[config.mk]
export PLATFORM = sky130hd
export DESIGN_NAME = sht30_target
export DESIGN_NICKNAME = d
export VERILOG_FILES = /design/src/rtl/sht30_pkg.sv /design/src/rtl/crc8_sht30.sv /design/src/rtl/sht30_target.sv
export SDC_FILE = /design/constraint.sdc
export NUM_CORES = 1
export LEC_CHECK = 0
export BUFFER_PORTS_ARGS = -buffer_cell sky130_fd_sc_hd__buf_2
export CORE_UTILIZATION = 50
export CTS_CLUSTER_SIZE = 12
export DETAILED_ROUTE_END_ITERATION = 8
export GPL_TIMING_DRIVEN = 1
export PLACE_DENSITY = 0.73
export SYNTH_ARGS = -nofsm -noshare
export SYNTH_HDL_FRONTEND = slang
export SYNTH_SLANG_ARGS = --single-unit
[constraint.sdc]
create_clock -name clk_50M -period 2.9 [get_ports clk_50M]
set_input_delay 0.145 -clock clk_50M [delete_from_list [all_inputs] [get_ports clk_50M]]
set_output_delay 0.145 -clock clk_50M [all_outputs]
set_load 0.005 [all_outputs]
[src/rtl/sht30_pkg.sv]
// Shared definitions for the SHT30-style I2C target: FSM encoding, command and CRC constants.
package sht30_pkg;

  typedef enum logic [2:0] {
    StIdle,
    StAddr,
    StAddrAck,
    StWrByte,
    StWrAck,
    StRdByte,
    StRdAck,
    StWaitStop
  } state_e;

  localparam logic [15:0] CmdMeasure = 16'h2C06;
  localparam logic [7:0]  CrcPoly    = 8'h31;
  localparam logic [7:0]  CrcInit    = 8'hFF;
  localparam int unsigned RdBytes    = 6;

endpackage

[src/rtl/crc8_sht30.sv]
// Combinational CRC-8 (poly 0x31, init 0xFF, MSB first) over one 16-bit measurement word.
module crc8_sht30
  import sht30_pkg::*;
(
  input  logic [15:0] data_i,
  output logic [7:0]  crc_o
);

  logic [7:0] c;

  always_comb begin
    c = CrcInit;
    for (int i = 15; i >= 0; i--) begin
      if (c[7] ^ data_i[i]) c = {c[6:0], 1'b0} ^ CrcPoly;
      else                  c = {c[6:0], 1'b0};
    end
    crc_o = c;
  end

endmodule

[src/rtl/sht30_target.sv]
// I2C target emulating an SHT30: accepts 2-byte commands, snapshots a measurement on 0x2C06
// and returns T, CRC(T), H, CRC(H) on read. Never stretches SCL.
module sht30_target
  import sht30_pkg::*;
#(
  parameter logic [6:0] ADDR7 = 7'h44
) (
  input  logic        clk_50M,
  input  logic        rstn,
  input  logic        scl_in,
  input  logic        sda_in,
  output logic        sda_oe,
  input  logic [15:0] temp_raw,
  input  logic [15:0] humi_raw,
  output logic        cmd_valid,
  output logic [15:0] cmd_word,
  output logic        busy
);

  logic [1:0]  scl_sync_q, sda_sync_q, arm_q, arm_d;
  logic        scl_prev_q, sda_prev_q;
  logic        scl_s, sda_s, armed;
  logic        scl_rise, scl_fall, start_det, stop_det;

  state_e      state_q, state_d;
  logic [3:0]  bit_cnt_q, bit_cnt_d;
  logic [7:0]  shreg_q, shreg_d;
  logic [6:0]  tx_q, tx_d;
  logic [1:0]  wr_idx_q, wr_idx_d;
  logic [2:0]  rd_idx_q, rd_idx_d, rd_idx_inc, rd_sel;
  logic [7:0]  cmd_hi_q, cmd_hi_d, tx_byte, crc_t, crc_h;
  logic [15:0] cmd_word_q, cmd_word_d, snap_t_q, snap_t_d, snap_h_q, snap_h_d;
  logic        cmd_valid_q, cmd_valid_d, busy_q, busy_d, pending_q, pending_d, oe_q, oe_d;

  assign scl_s = scl_sync_q[1];
  assign sda_s = sda_sync_q[1];
  // Edge detection is held off until the synchroniser pipeline holds real bus levels.
  assign armed = &arm_q;
  assign arm_d = armed ? arm_q : arm_q + 2'd1;

  assign scl_rise  = armed & scl_s & ~scl_prev_q;
  assign scl_fall  = armed & ~scl_s & scl_prev_q;
  assign start_det = armed & scl_s & scl_prev_q & sda_prev_q & ~sda_s;
  assign stop_det  = armed & scl_s & scl_prev_q & ~sda_prev_q & sda_s;

  assign sda_oe    = oe_q & ~stop_det;
  assign cmd_valid = cmd_valid_q;
  assign cmd_word  = cmd_word_q;
  assign busy      = busy_q;

  crc8_sht30 u_crc_t (
    .data_i (snap_t_q),
    .crc_o  (crc_t)
  );

  crc8_sht30 u_crc_h (
    .data_i (snap_h_q),
    .crc_o  (crc_h)
  );

  always_comb begin
    rd_idx_inc = (rd_idx_q == 3'(RdBytes)) ? rd_idx_q : rd_idx_q + 3'd1;
    rd_sel     = (state_q == StRdAck) ? rd_idx_inc : 3'd0;
    case (rd_sel)
      3'd0:    tx_byte = snap_t_q[15:8];
      3'd1:    tx_byte = snap_t_q[7:0];
      3'd2:    tx_byte = crc_t;
      3'd3:    tx_byte = snap_h_q[15:8];
      3'd4:    tx_byte = snap_h_q[7:0];
      3'd5:    tx_byte = crc_h;
      default: tx_byte = 8'hFF;
    endcase
  end

  always_comb begin
    state_d     = state_q;
    bit_cnt_d   = bit_cnt_q;
    shreg_d     = shreg_q;
    tx_d        = tx_q;
    oe_d        = oe_q;
    wr_idx_d    = wr_idx_q;
    rd_idx_d    = rd_idx_q;
    cmd_hi_d    = cmd_hi_q;
    cmd_word_d  = cmd_word_q;
    cmd_valid_d = 1'b0;
    busy_d      = busy_q;
    pending_d   = pending_q;
    snap_t_d    = snap_t_q;
    snap_h_d    = snap_h_q;

    if (stop_det) begin
      state_d = StIdle;
      oe_d    = 1'b0;
      busy_d  = 1'b0;
    end else if (start_det) begin
      state_d   = StAddr;
      oe_d      = 1'b0;
      bit_cnt_d = 4'd0;
      wr_idx_d  = 2'd0;
      rd_idx_d  = 3'd0;
    end else begin
      unique case (state_q)
        StAddr: begin
          if (scl_rise) begin
            shreg_d   = {shreg_q[6:0], sda_s};
            bit_cnt_d = bit_cnt_q + 4'd1;
          end else if (scl_fall && bit_cnt_q == 4'd8) begin
            if (shreg_q[7:1] != ADDR7) begin
              state_d = StWaitStop;
            end else begin
              busy_d = 1'b1;
              if (!shreg_q[0] || pending_q) begin
                state_d = StAddrAck;
                oe_d    = 1'b1;
                if (shreg_q[0]) pending_d = 1'b0;
              end else begin
                state_d = StWaitStop;
              end
            end
          end
        end
        StAddrAck: begin
          if (scl_fall) begin
            bit_cnt_d = 4'd0;
            if (shreg_q[0]) begin
              state_d  = StRdByte;
              rd_idx_d = 3'd0;
              oe_d     = ~tx_byte[7];
              tx_d     = tx_byte[6:0];
            end else begin
              state_d = StWrByte;
              oe_d    = 1'b0;
            end
          end
        end
        StWrByte: begin
          if (scl_rise) begin
            shreg_d   = {shreg_q[6:0], sda_s};
            bit_cnt_d = bit_cnt_q + 4'd1;
          end else if (scl_fall && bit_cnt_q == 4'd8) begin
            if (wr_idx_q < 2'd2) begin
              state_d = StWrAck;
              oe_d    = 1'b1;
            end else begin
              state_d = StWaitStop;
            end
          end
        end
        StWrAck: begin
          if (scl_fall) begin
            state_d   = StWrByte;
            oe_d      = 1'b0;
            bit_cnt_d = 4'd0;
            wr_idx_d  = wr_idx_q + 2'd1;
            if (wr_idx_q == 2'd0) begin
              cmd_hi_d = shreg_q;
            end else begin
              cmd_word_d  = {cmd_hi_q, shreg_q};
              cmd_valid_d = 1'b1;
              if ({cmd_hi_q, shreg_q} == CmdMeasure) begin
                snap_t_d  = temp_raw;
                snap_h_d  = humi_raw;
                pending_d = 1'b1;
              end
            end
          end
        end
        StRdByte: begin
          if (scl_rise) begin
            bit_cnt_d = bit_cnt_q + 4'd1;
          end else if (scl_fall) begin
            if (bit_cnt_q == 4'd8) begin
              state_d = StRdAck;
              oe_d    = 1'b0;
            end else begin
              oe_d = ~tx_q[6];
              tx_d = {tx_q[5:0], 1'b0};
            end
          end
        end
        StRdAck: begin
          // Master NACK ends the read; ACK loads the next byte at the following SCL fall.
          if (scl_rise && sda_s) begin
            state_d = StWaitStop;
          end else if (scl_fall) begin
            state_d   = StRdByte;
            bit_cnt_d = 4'd0;
            rd_idx_d  = rd_idx_inc;
            oe_d      = ~tx_byte[7];
            tx_d      = tx_byte[6:0];
          end
        end
        default: ;
      endcase
    end
  end

  always_ff @(posedge clk_50M or negedge rstn) begin
    if (!rstn) begin
      scl_sync_q  <= 2'b11;
      sda_sync_q  <= 2'b11;
      scl_prev_q  <= 1'b1;
      sda_prev_q  <= 1'b1;
      arm_q       <= 2'd0;
      state_q     <= StIdle;
      bit_cnt_q   <= 4'd0;
      shreg_q     <= 8'h00;
      tx_q        <= 7'h00;
      wr_idx_q    <= 2'd0;
      rd_idx_q    <= 3'd0;
      cmd_hi_q    <= 8'h00;
      cmd_word_q  <= 16'h0000;
      cmd_valid_q <= 1'b0;
      busy_q      <= 1'b0;
      pending_q   <= 1'b0;
      snap_t_q    <= 16'h0000;
      snap_h_q    <= 16'h0000;
      oe_q        <= 1'b0;
    end else begin
      scl_sync_q  <= {scl_sync_q[0], scl_in};
      sda_sync_q  <= {sda_sync_q[0], sda_in};
      scl_prev_q  <= scl_s;
      sda_prev_q  <= sda_s;
      arm_q       <= arm_d;
      state_q     <= state_d;
      bit_cnt_q   <= bit_cnt_d;
      shreg_q     <= shreg_d;
      tx_q        <= tx_d;
      wr_idx_q    <= wr_idx_d;
      rd_idx_q    <= rd_idx_d;
      cmd_hi_q    <= cmd_hi_d;
      cmd_word_q  <= cmd_word_d;
      cmd_valid_q <= cmd_valid_d;
      busy_q      <= busy_d;
      pending_q   <= pending_d;
      snap_t_q    <= snap_t_d;
      snap_h_q    <= snap_h_d;
      oe_q        <= oe_d;
    end
  end

endmodule

# After elaboration in Yosys (flattened, before gate mapping)
# Index checks and enable logic that the tools add are counted.
[totals] ff_bits=95 input_bits=36 out_inout_bits=19 wordCells=300
[classes] add_sub_neg=4 n_lt_le_gt_ge=1 n_eq_ne=53 n_mux=113 n_bitwise=79 n_reduce_logical=31
[op_table] cell="6-bit two-way mux" count=32
[op_table] cell="3-bit inverter" count=30
[op_table] cell="3-bit two-way mux" count=23
[op_table] cell="4-bit != test (second input constant)" count=14
[op_table] cell="7-bit two-way mux" count=7
[op_table] cell="8-bit one-hot mux with 6 select lines" count=1
[op_table] cell="1-bit two-way mux" count=36
[op_table] cell="2-bit != test (second input constant)" count=16
[op_table] cell="1-bit bitwise XOR" count=26
[op_table] cell="11-bit AND reduction" count=2
[op_table] cell="7-bit one-hot mux with 3 select lines" count=1
[op_table] cell="3-bit equality test (second input constant)" count=6
[op_table] cell="3-bit one-hot mux with 6 select lines" count=1
[op_table] cell="16-bit by 14-bit equality test with 1-bit output (second input constant)" count=1
[op_table] cell="4-bit two-way mux" count=4
[op_table] cell="5-bit AND reduction" count=3
[op_table] cell="14-bit AND reduction" count=1
[op_table] cell="3-bit by 2-bit equality test with 1-bit output (second input constant)" count=4
[op_table] cell="3-bit != test (second input constant)" count=4
[op_table] cell="4-bit one-hot mux with 3 select lines" count=1
[op_table] cell="6-bit AND reduction" count=2
[op_table] cell="1-bit AND" count=10
[op_table] cell="10-bit AND reduction" count=1
[op_table] cell="2-bit nonzero test" count=5
[op_table] cell="29 further kinds" count=50

# Longest topological paths before layout
# Gate-level depths: netlist (run 1).
[logic_depth] depth_word=38 mapped_depth=10 mapped_depth_nobuf=8

# Hierarchy
# A second synthesis (run 1) with hierarchy kept.
[hier_totals] hier_cells=480 hier_area_um2=5576.6
[by_module_without_submodules] module="sht30_target" instances=1 cells_per_inst=412 area_each_um2=4810.9 seq_area_each_um2=2384.8
[by_module_without_submodules] module="crc8_sht30" instances=2 cells_per_inst=34 area_each_um2=382.9 seq_area_each_um2=0.0

# Worst setup path after synthesis (run 1)
# Ideal clock, no wire load.
[synth_path] kind="register -> register" from="reg rd_idx_q[0]" to="reg oe_q" setup_ns=0.104 arrival_time_ns=2.240 t_required_ns=2.796 slack_ns=0.556 stages_incl_launch_ff=9 path_buffers=1 period_less_slack_ns=2.344 cell_sequence="dfrtp_1 -> buf_2 -> clkinv_1 -> ha_1 -> nand3b_1 -> o21ai_1 -> o21ai_0 -> a2111o_1 -> o41ai_2"
[synth_via] elab_chain_cells=11 word_cells_on_any_way=19 cone_classes="add/sub: 1; eq/ne: 6; mux: 10; bitwise: 1; reduce/logical: 1"
[synth_lines] element="start, declared" line_no="sht30_target.sv:30" source="logic [2:0] rd_idx_q, rd_idx_d, rd_idx_inc, rd_sel;"
[synth_lines] element="start signal, assigned" line_no="sht30_target.sv:230" source="rd_idx_q <= rd_idx_d;"
[synth_lines] element="3-bit by 1-bit adder with 3-bit output / 3-bit equality test (equally long branches)" line_no="sht30_target.sv:62" source="rd_idx_inc = (rd_idx_q == 3'(RdBytes)) ? rd_idx_q : rd_idx_q + 3'd1;"
[synth_lines] element="3-bit two-way mux (*)" line_no="sht30_target.sv:62"
[synth_lines] element="3-bit two-way mux (*)" line_no="sht30_target.sv:63" source="rd_sel = (state_q == StRdAck) ? rd_idx_inc : 3'd0;"
[synth_lines] element="3-bit equality test (tied with other cells)" line_no="sht30_target.sv:64" source="case (rd_sel)"
[synth_lines] element="8-bit one-hot mux with 6 select lines (*)" line_no="sht30_target.sv:64"
[synth_lines] element="1-bit inverter (*)" line_no="sht30_target.sv:128, sht30_target.sv:189"
[synth_lines] element="1-bit two-way mux, on equally long branches" line_no="sht30_target.sv:185, sht30_target.sv:125"
[synth_lines] element="1-bit two-way mux, on equally long branches" line_no="sht30_target.sv:183, sht30_target.sv:123"
[synth_lines] element="1-bit one-hot mux with 6 select lines (*)" line_no="sht30_target.sv:102" source="unique case (state_q)"
[synth_lines] element="1-bit two-way mux (*)" line_no="sht30_target.sv:95" source="end else if (start_det) begin"
[synth_lines] element="1-bit two-way mux (*)" line_no="sht30_target.sv:91" source="if (stop_det) begin"
[synth_lines] element="end signal, assigned" line_no="sht30_target.sv:218" source="oe_q <= 1'b0;"
[synth_lines] element="end signal, assigned" line_no="sht30_target.sv:238" source="oe_q <= oe_d;"
[synth_lines] element="end, declared" line_no="sht30_target.sv:33" source="logic cmd_valid_q, cmd_valid_d, busy_q, busy_d, pending_q, pending_d, oe_q, oe_d;"
# Mark *: on every way between the ends. The rest lies on a longest branch, timed or not. The select of a mux whose other input is x is not followed.
# A chain may end at the register's enable or synchronous reset.

# Worst setup path in the final report (run 1)
[layout_path] from="reg rd_idx_q[0]" to="reg tx_q[2]"
[layout_via] elab_chain_cells=8 word_cells_on_any_way=16 cone_classes="add/sub: 1; eq/ne: 6; mux: 8; reduce/logical: 1"
[layout_lines] element="3-bit by 1-bit adder with 3-bit output / 3-bit equality test (equally long branches)" line_no="sht30_target.sv:62"
[layout_lines] element="3-bit two-way mux (*)" line_no="sht30_target.sv:62"
[layout_lines] element="3-bit two-way mux (*)" line_no="sht30_target.sv:63"
[layout_lines] element="3-bit equality test (tied with other cells)" line_no="sht30_target.sv:64"
[layout_lines] element="8-bit one-hot mux with 6 select lines (*)" line_no="sht30_target.sv:64"
[layout_lines] element="7-bit two-way mux, on equally long branches" line_no="sht30_target.sv:185, sht30_target.sv:125"
[layout_lines] element="7-bit two-way mux, on equally long branches" line_no="sht30_target.sv:183, sht30_target.sv:123"
[layout_lines] element="7-bit one-hot mux with 3 select lines (*)" line_no="sht30_target.sv:102"
[layout_lines] element="end signal, assigned" line_no="sht30_target.sv:228" source="tx_q <= tx_d;"
[layout_lines] element="end, declared" line_no="sht30_target.sv:28" source="logic [6:0] tx_q, tx_d;"
# Marked as above.

==> metrics.md, run 1 <==
| Metric | Value |
|---|---|
| Leakage power | `3.12 nW` |
| Cell Area, Synth | `0.00556 mm2` |
| PwrDens | `563 mW/mm2` |
| Skew final | `0.0118 ns` |
| Finished Layout Cells | `729` |
| Flops & latches, synth | `95` |
| CTS root buffer | `clkbuf_8` |
| Ports | `55` |
| Max-cap violation count | `0` |
| Buffers added on ports | `54` |
| CP Launch Type | `flop` |
| Synth unique cells | `a little over 70` |
| Routed WL | `between 10000 and 15000 um` |
| RR Startpoint | `rd_idx_q[0]$_DFFE_PN0P_` |
| RSZ-0062 raised after global routing | `false` |
| Critical-path cell with the highest stage delay | `dfrtp_1` |
| Die width | `107 um` |
| Setup TNS | `0 ns` |
| Final Hold Viols | `0` |
| Worst-Margin Slew | `0.738 ns` |
| Final nets | `626` |
| Yosys top cell area share | `0.401` |
| Post-route clock period utilization | `0.899` |
| Fin crit period | `2.61 ns` |
| DRC errors left | `0` |
| Synth top area cells | `dfrtp_1, mux2_2, xnor2_1, xnor3_1, dfstp_2` |
| Dpl hpwl | `9390 um` |
| Gr ovfl total | `0` |
| Ys flop type | `dfrtp_1` |
| Worst skew pair latency | `0.38 ns` |
| Row cnt | `38` |
| Via count | `4204` |
| Hold Crit Depth | `2` |
| List of most frequent post-synthesis cells | `dfrtp_1, mux2_2, xnor2_1` |
| Min-delay src | `humi_raw[14]` |
| Core ar. | `0.0108 mm2` |
| Fillcell total | `890` |
| Post-synth EDFFs | `0` |
| Status | `completed` |
| CTS tree | `yes` |
| Worst-path clk slew | `0.10 ns` |
| Area grow syn2layout | `17.1%` |
| Initial antenna violation count | `0` |
| H-Tree Depth | `3` |
| Number of global-route vias before repair | `between 4k and 5k` |
| TritonRoute pass-1 iters | `4` |
| Fraction of registers with async set/reset | `1.00` |
| Number of buffers created by CTS | `9` |
| Most common cell in the netlist | `dfrtp_1` |
| Syn_nets | `540` |
| Antenna viol nets, final | `0` |
| Critical-path cell list | `clkinv_1 -> ha_1 -> and3b_1 -> nor3_1 -> and3_1 -> a222oi_1 -> a211oi_1 -> a21o_1` |
| Seq/Total Area, Yosys | `0.429` |
| GRT Overall Usage | `0.248` |
| Antenna diode count | `0` |
| Critical path fanouts, max | `11` |
| CP arrival | `slightly below 3 ns` |
| Via density | `about 5.8` |
| Post-Place Cells | `about 680` |
| CP Data Required Time | `~3.2 ns` |
| Crit Path Class | `reg2reg` |
| Synth Instances | `between 400 and 500` |
| Largest net degree at the start of global routing | `between 40 and 50` |
| Initial core utilization | `0.513` |
| Synthesized area per cell | `11.2 um2` |
| Register-to-Register Path Depth | `8` |
| Die Area | `0.0115 mm2` |
| Worst Setup SP | `rd_idx_q[0]$_DFFE_PN0P_` |
| CTS Sinks | `95` |
| Hold Path Class | `in2reg` |
| Initial DRC count | `266` |
| Crit end category | `flop` |
| Fmax | `0.384 GHz` |
| First-pass GRT wire length | `21800 um` |
| Max VDD drop | `roughly 0.00037 V` |
| Crit path largest cell delay | `0.55 ns` |
| Area leader, netlist | `dfrtp_1` |
| DR WL/cell | `around 18 um` |
| Chip height | `between 100 and 150 um` |
| Synth Warn # | `0` |
| Final setup fails | `0` |
| Slew margin rel. | `0.506` |
| Clk buf depth | `2` |
| Final Max Slew Viols | `0` |
| Routability Congestion | `~0.94` |
| Share of layout cells above drive strength 1 | `0.284` |
==> critical path, delay by kind of cell (launching register included) <==
family	cells	cell delay, ns
AND/OR/NAND/NOR	3	1.05
flip-flops	1	0.55
AO/OA/AOI/OAI	3	0.50
adder cells (fa/ha/maj)	1	0.29
buffers and inverters	1	0.15
==> kinds of logic after synthesis <==
logic type	after synthesis	synth area share
buffers and inverters	39	0.0340
XOR/XNOR	68	0.141
AO/OA/AOI/OAI	96	0.116
flip-flops	95	0.429
AND/OR/NAND/NOR	123	0.124
multiplexers	71	0.142
adder cells (fa/ha/maj)	6	0.0135
==> repair_timing <==
action / in CTS / in global routing
endpoints found under the hold margin: 68 / 0
hold buffers: 34 / 0
setup buffers: 0 / 0
endpoints found under the setup margin: 0 / 1
resized for setup: 0 / 1
==> state kept, by name (all words and copies together) (netlist names), 2 cells and up <==
name,flops
state_q,3
rd_idx_q,3
arm_q,2
shreg_q,8
wr_idx_q,2
cmd_word,16
bit_cnt_q,4
snap_h_q,16
sda_sync_q,2
tx_q,7
scl_sync_q,2
snap_t_q,16
cmd_hi_q,8
==> final cells by class <==
type	count	area [um2]	share of cell area
sequential	95	2380	0.366
tap	140	175	0.0269
clock buffer	9	124	0.0190
timing repair buffer	100	703	0.108
multi-input combinational	364	2990	0.459
inverter	14	52.6	0.00808
clock inverter	7	78.8	0.0121
==> path summary, 6_finish.rpt <==
| kind | slack, ns | end |
|---|---|---|
| worst min-delay path | 0.01 | snap_h_q[14]$_DFFE_PN0P_ |
| worst max-delay path | 0.29 | tx_q[2]$_DFFE_PN0P_ |
| worst max register to register | 0.29 | tx_q[2]$_DFFE_PN0P_ |
| min in group asynchronous | 0.28 | bit_cnt_q[2]$_DFFE_PN0P_ |
| worst min register to register | 0.36 | scl_sync_q[1]$_DFF_PN1_ |
| max in group asynchronous | 1.83 | snap_h_q[0]$_DFFE_PN0P_ |
==> placed cells by master, fill, tap and decap left out, drive strengths merged, types with 7 or more instances in the layout <==
| cell type | netlist | routed |
|---|---|---|
| inv | 13 | 15 |
| xnor3 | 12 | 12 |
| nor2 | 22 | 22 |
| nor2b | 9 | 9 |
| nor3 | 9 | 9 |
| nand2 | 35 | 35 |
| buf | 15 | 66 |
| xnor2 | 38 | 38 |
| a21oi | 23 | 23 |
| nand3 | 7 | 7 |
| dlygate4sd3 | 0 | 34 |
| o21ai | 21 | 21 |
| xor2 | 18 | 18 |
| mux2i | 7 | 7 |
| mux2 | 64 | 64 |
| dfrtp | 89 | 89 |
| clkbuf | 10 | 9 |
==> per-layer routing <==
metal,global-route usage,part of all wire,vias to the layer above,wire length (um)
met2,0.391,0.47,143,6250
met4,0.0734,0.016,0,217
met1,0.346,0.45,2089,6030
met5,0,0,-,0
met3,0.0521,0.058,22,774
li1,-,-,1950,-
==> metrics by stage <==
stage | utilization | hold slack (ns) | cell area [um2] | worst slack, ns | total power [W]
3_5_place_dp | 0.550 | 0.176 | 5960 | 0.317 | 0.00274
2_1_floorplan | - | -0.151 | 5560 | 0.556 | 0.00241
5_1_grt | 0.600 | 0.00435 | 6510 | 0.0470 | 0.00387
3_3_place_gp | 0.550 | 0.168 | 5960 | 0.361 | 0.00272
6_report | 0.600 | 0.0130 | 6510 | 0.294 | 0.00367
4_1_cts | 0.600 | 0.00222 | 6500 | 0.295 | 0.00367
==> power by group <==
group	leakage [nW]	internal, W	switching (W)
clock	0.0950	0.000339	0.000549
combinational	1.78	0.000490	0.000595
sequential	1.25	0.00149	0.000204
(Power assumes the default switching activity.)
==> run 2: changes to the inputs <==
Settings changed: SYNTH_HIERARCHICAL from default to 1.
==> run 2 against run 1 <==
Critical path depth increased by 1. Die area rose by 0.32%. Clock skew is 0.0027 ns higher. Sequential share of layout area shrank 0.24 points. Global-route usage down 1.4 points. Fmax decreased by 0.38%. Register-to-register slack about the same. Largest power group unchanged. Highest routed layer unchanged.
==> metrics.md, run 2 <==
| Metric | Value |
|---|---|
| DR WL/cell | `17.4 um (was 18.2 um)` |
| Via count | `4059 (was 4204)` |
| Initial antenna violation count | `0 (unchanged)` |
| Internal power | `0.00268 W (was 0.00232 W)` |
| Initial core utilization | `0.514 (was 0.513)` |
| Switching power | `0.00150 W (was 0.00135 W)` |
| Initial DRC count | `255 (was 266)` |
| GRT Overall Usage | `0.234 (was 0.248)` |
| Syn_nets | `522 (was 540)` |
| Worst-path clk slew | `0.10 ns (about the same)` |
| Share of layout cells above drive strength 1 | `0.301 (was 0.284)` |
| Post-DP Area | `0.00601 mm2 (was 0.00596 mm2)` |
| PwrDens | `638 mW/mm2 (was 563 mW/mm2)` |
| Chip height | `108 um (was 107 um)` |
| Final instance area | `0.00655 mm2 (was 0.00651 mm2)` |
| Ports | `55 (unchanged)` |
| Most common cell in the netlist | `dfrtp_1 (unchanged)` |
| Fmax | `0.382 GHz (was 0.384 GHz)` |
| Clk buf depth | `2 (unchanged)` |
| Worst hold slack | `0.358 ns (was 0.0130 ns)` |
| Fraction of registers with async set/reset | `1.00 (unchanged)` |
| Yosys top cell area share | `0.399 (was 0.401)` |
| List of most frequent post-synthesis cells | `dfrtp_1, xnor2_1, mux2_2 (was dfrtp_1, mux2_2, xnor2_1)` |
| Place WS | `0.324 ns (was 0.317 ns)` |
| Hold Path Class | `reg2reg (was in2reg)` |
| Critical path fanouts, max | `6 (was 11)` |
| Row cnt | `38 (unchanged)` |
| CP Data Required Time | `3.23 ns (was 3.22 ns)` |
| TritonRoute pass-1 iters | `5 (was 4)` |
| Flops & latches, synth | `95 (unchanged)` |
| Skew final | `0.0144 ns (was 0.0118 ns)` |
| M1 GR Usage | `0.296 (was 0.346)` |
| Synthesized area per cell | `11.6 um2 (was 11.2 um2)` |
| Crit Path Class | `reg2reg (unchanged)` |
| Final Max Slew Viols | `0 (unchanged)` |
| GR Util met2 | `0.391 (about the same)` |
| Cell Area, Synth | `0.00558 mm2 (was 0.00556 mm2)` |
| Die Area | `0.0116 mm2 (was 0.0115 mm2)` |
| Status | `completed (unchanged)` |
| Number of global-route vias before repair | `4082 (was 4161)` |
| Postcts setup bufs | `0 (unchanged)` |
| Die width | `108 um (was 107 um)` |
| CP Launch Type | `flop (unchanged)` |
| Gates resized, CTS repair | `0 (unchanged)` |
| Antenna diode count | `0 (unchanged)` |
| Worst skew pair latency | `0.40 ns (was 0.38 ns)` |
| CTS tree | `yes (unchanged)` |
| Final nets | `615 (was 626)` |
| Post-route clock period utilization | `0.902 (was 0.899)` |
| GRT Max-Usage Layer | `met2 (unchanged)` |
| Critical-path cell with the highest stage delay | `dfrtp_1 (unchanged)` |
| Max VDD drop | `0.000657 V (was 0.000369 V)` |
| Antenna viol nets, final | `0 (unchanged)` |
| Final setup fails | `0 (unchanged)` |
| Synth top area cells | `dfrtp_1, mux2_2, xnor2_1, mux2_4, dfstp_2 (was dfrtp_1, mux2_2, xnor2_1, xnor3_1, dfstp_2)` |
| Post-synth EDFFs | `0 (unchanged)` |
| CP bufs+invs | `0 (was 1)` |
| Sequential power share | `0.444 (was 0.462)` |
| RSZ-0062 raised after global routing | `false (unchanged)` |
| Most frequent cells in the layout | `dfrtp_1, buf_2, xnor2_1, mux2_2, dlygate4sd3_1 (was dfrtp_1, mux2_2, buf_2, xnor2_1)` |
| Crit path largest cell delay | `0.50 ns (was 0.55 ns)` |
| Synth Warn # | `6 (was 0)` |
| First-pass GRT wire length | `20600 um (was 21800 um)` |
| Seq/Total Area, Yosys | `0.428 (was 0.429)` |
| Area grow syn2layout | `17.5% (was 17.1%)` |
| Fin crit period | `2.62 ns (was 2.61 ns)` |
| Routed WL | `12500 um (was 13300 um)` |
| Worst-Margin Slew | `1.09 ns (was 0.738 ns)` |
| Synth Instances | `480 (was 498)` |
| Largest net degree at the start of global routing | `89 (was 44)` |
| Setup TNS | `0 ns (unchanged)` |
| Critical-path cell list | `xnor2_2 -> xor3_2 -> xnor3_2 -> xor2_1 -> nor3b_1 -> o21ai_0 -> a21oi_1 -> o21ai_0 -> a21oi_1 (was clkinv_1 -> ha_1 -> and3b_1 -> nor3_1 -> and3_1 -> a222oi_1 -> a211oi_1 -> a21o_1)` |
| Number of buffers created by CTS | `9 (unchanged)` |
| Max-cap violation count | `0 (unchanged)` |
| Fillcell total | `884 (was 890)` |
| CP arrival | `2.94 ns (was 2.93 ns)` |
| Buffers added on ports | `54 (unchanged)` |
| DRC errors left | `0 (unchanged)` |
| Combinational power share | `0.344 (was 0.296)` |
| Gr ovfl total | `0 (unchanged)` |
| H-Tree Depth | `3 (unchanged)` |
| Fin util | `0.604 (was 0.600)` |
| Dpl hpwl | `8610 um (was 9390 um)` |
| Core ar. | `0.0108 mm2 (unchanged)` |
| Crit end category | `flop (unchanged)` |
| Slew margin rel. | `0.271 (was 0.506)` |
| Area leader, netlist | `dfrtp_1 (unchanged)` |
| Synth unique cells | `63 (was 72)` |
| Ys flop type | `dfrtp_1 (unchanged)` |
| Largest delay contributor family on the critical path | `XOR/XNOR gates (was simple AND/OR/NAND/NOR gates)` |
| M3 GR Usage | `0.0472 (was 0.0521)` |
| Via density | `5.65 (was 5.77)` |
| Final worst slack | `0.284 ns (was 0.294 ns)` |
| Leakage power | `3.06 nW (was 3.12 nW)` |
| CTS root buffer | `clkbuf_8 (unchanged)` |
| Clk pwr share | `0.212 (was 0.242)` |
| Hold buffers post-CTS | `35 (was 34)` |
| Switch share | `0.359 (was 0.368)` |
| CTS Sinks | `95 (unchanged)` |
| Commonest non-fill, non-tap cell in the layout | `dfrtp_1 (unchanged)` |
| Final Hold Viols | `0 (unchanged)` |
| Routability Congestion | `0.929 (was 0.938)` |
-- run 2: changes by cell type after synthesis, sizes merged, moves of 5 or more --
cell,delta
a21boi,-5
a21o,-5
a31oi,-5
buf,-8
mux2,+5
mux2i,+6
nand2,-11
nand3,+7
nor2,+13
nor2b,-6
xnor2,+15
xnor3,-6
xor2,-10
-- run 2: cells by family after synthesis --
kind of cell / Yosys count / synth area share
and+or+nand+nor: 123 / 0.123
muxes: 82 / 0.182
adders and majority gates: 6 / 0.0135
AOI/OAI and AO/OA: 77 / 0.0871
xor gates and xnor gates: 71 / 0.143
DFF: 95 / 0.428
buffers and inverters: 26 / 0.0229
-- run 2: metrics by stage --
| step | instances | power, W |
|---|---|---|
| 2_1_floorplan | 480 | 0.00287 |
| 3_3_place_gp | 667 | 0.00323 |
| 3_5_place_dp | 667 | 0.00326 |
| 4_1_cts | 718 | 0.00419 |
| 5_1_grt | 718 | 0.00443 |
| 6_report | 718 | 0.00418 |
-- run 2: area by class of cell --
type                            count  area [um2]  area share
Inverter                            9        33.8     0.00516
Clock buffer                       10         138      0.0210
Timing Repair Buffer               99         698       0.107
Multi-Input combinational cell    359        3060       0.468
Sequential cell                    95        2380       0.364
Tap cell                          140         175      0.0267
Clock inverter                      6        56.3     0.00860
-- run 2: power by group through the flow --
stage | Clock, W | Combinational (W) | Sequential, W
after floorplan | 0 | 0.00113 | 0.00175
after global placement | 0 | 0.00136 | 0.00187
after detailed placement | 0 | 0.00139 | 0.00187
after CTS | 0.000910 | 0.00143 | 0.00185
after global routing | 0.000956 | 0.00158 | 0.00189
final | 0.000886 | 0.00144 | 0.00185
-- run 2: worst paths after layout --
kind | slack, ns | to | start | depth (start not counted)
setup / recovery | 0.28 | tx_q[5]$_DFFE_PN0P_ | snap_h_q[15]$_DFFE_PN0P_ | 9
hold / removal | 0.36 | scl_sync_q[1]$_DFF_PN1_ | scl_sync_q[0]$_DFF_PN1_ | 0
setup reg to reg | 0.28 | tx_q[5]$_DFFE_PN0P_ | snap_h_q[15]$_DFFE_PN0P_ | 9
hold reg to reg | 0.36 | scl_sync_q[1]$_DFF_PN1_ | scl_sync_q[0]$_DFF_PN1_ | 0
max in group asynchronous | 1.67 | snap_h_q[5]$_DFFE_PN0P_ | rstn | 3
min in group asynchronous | 0.49 | snap_t_q[0]$_DFFE_PN0P_ | rstn | 2
-- run 2: layer usage --
metal,wire (um),up-vias
li1,-,1892
met1,5350,1989
met2,6140,148
met3,651,30
met4,352,0
met5,0,-
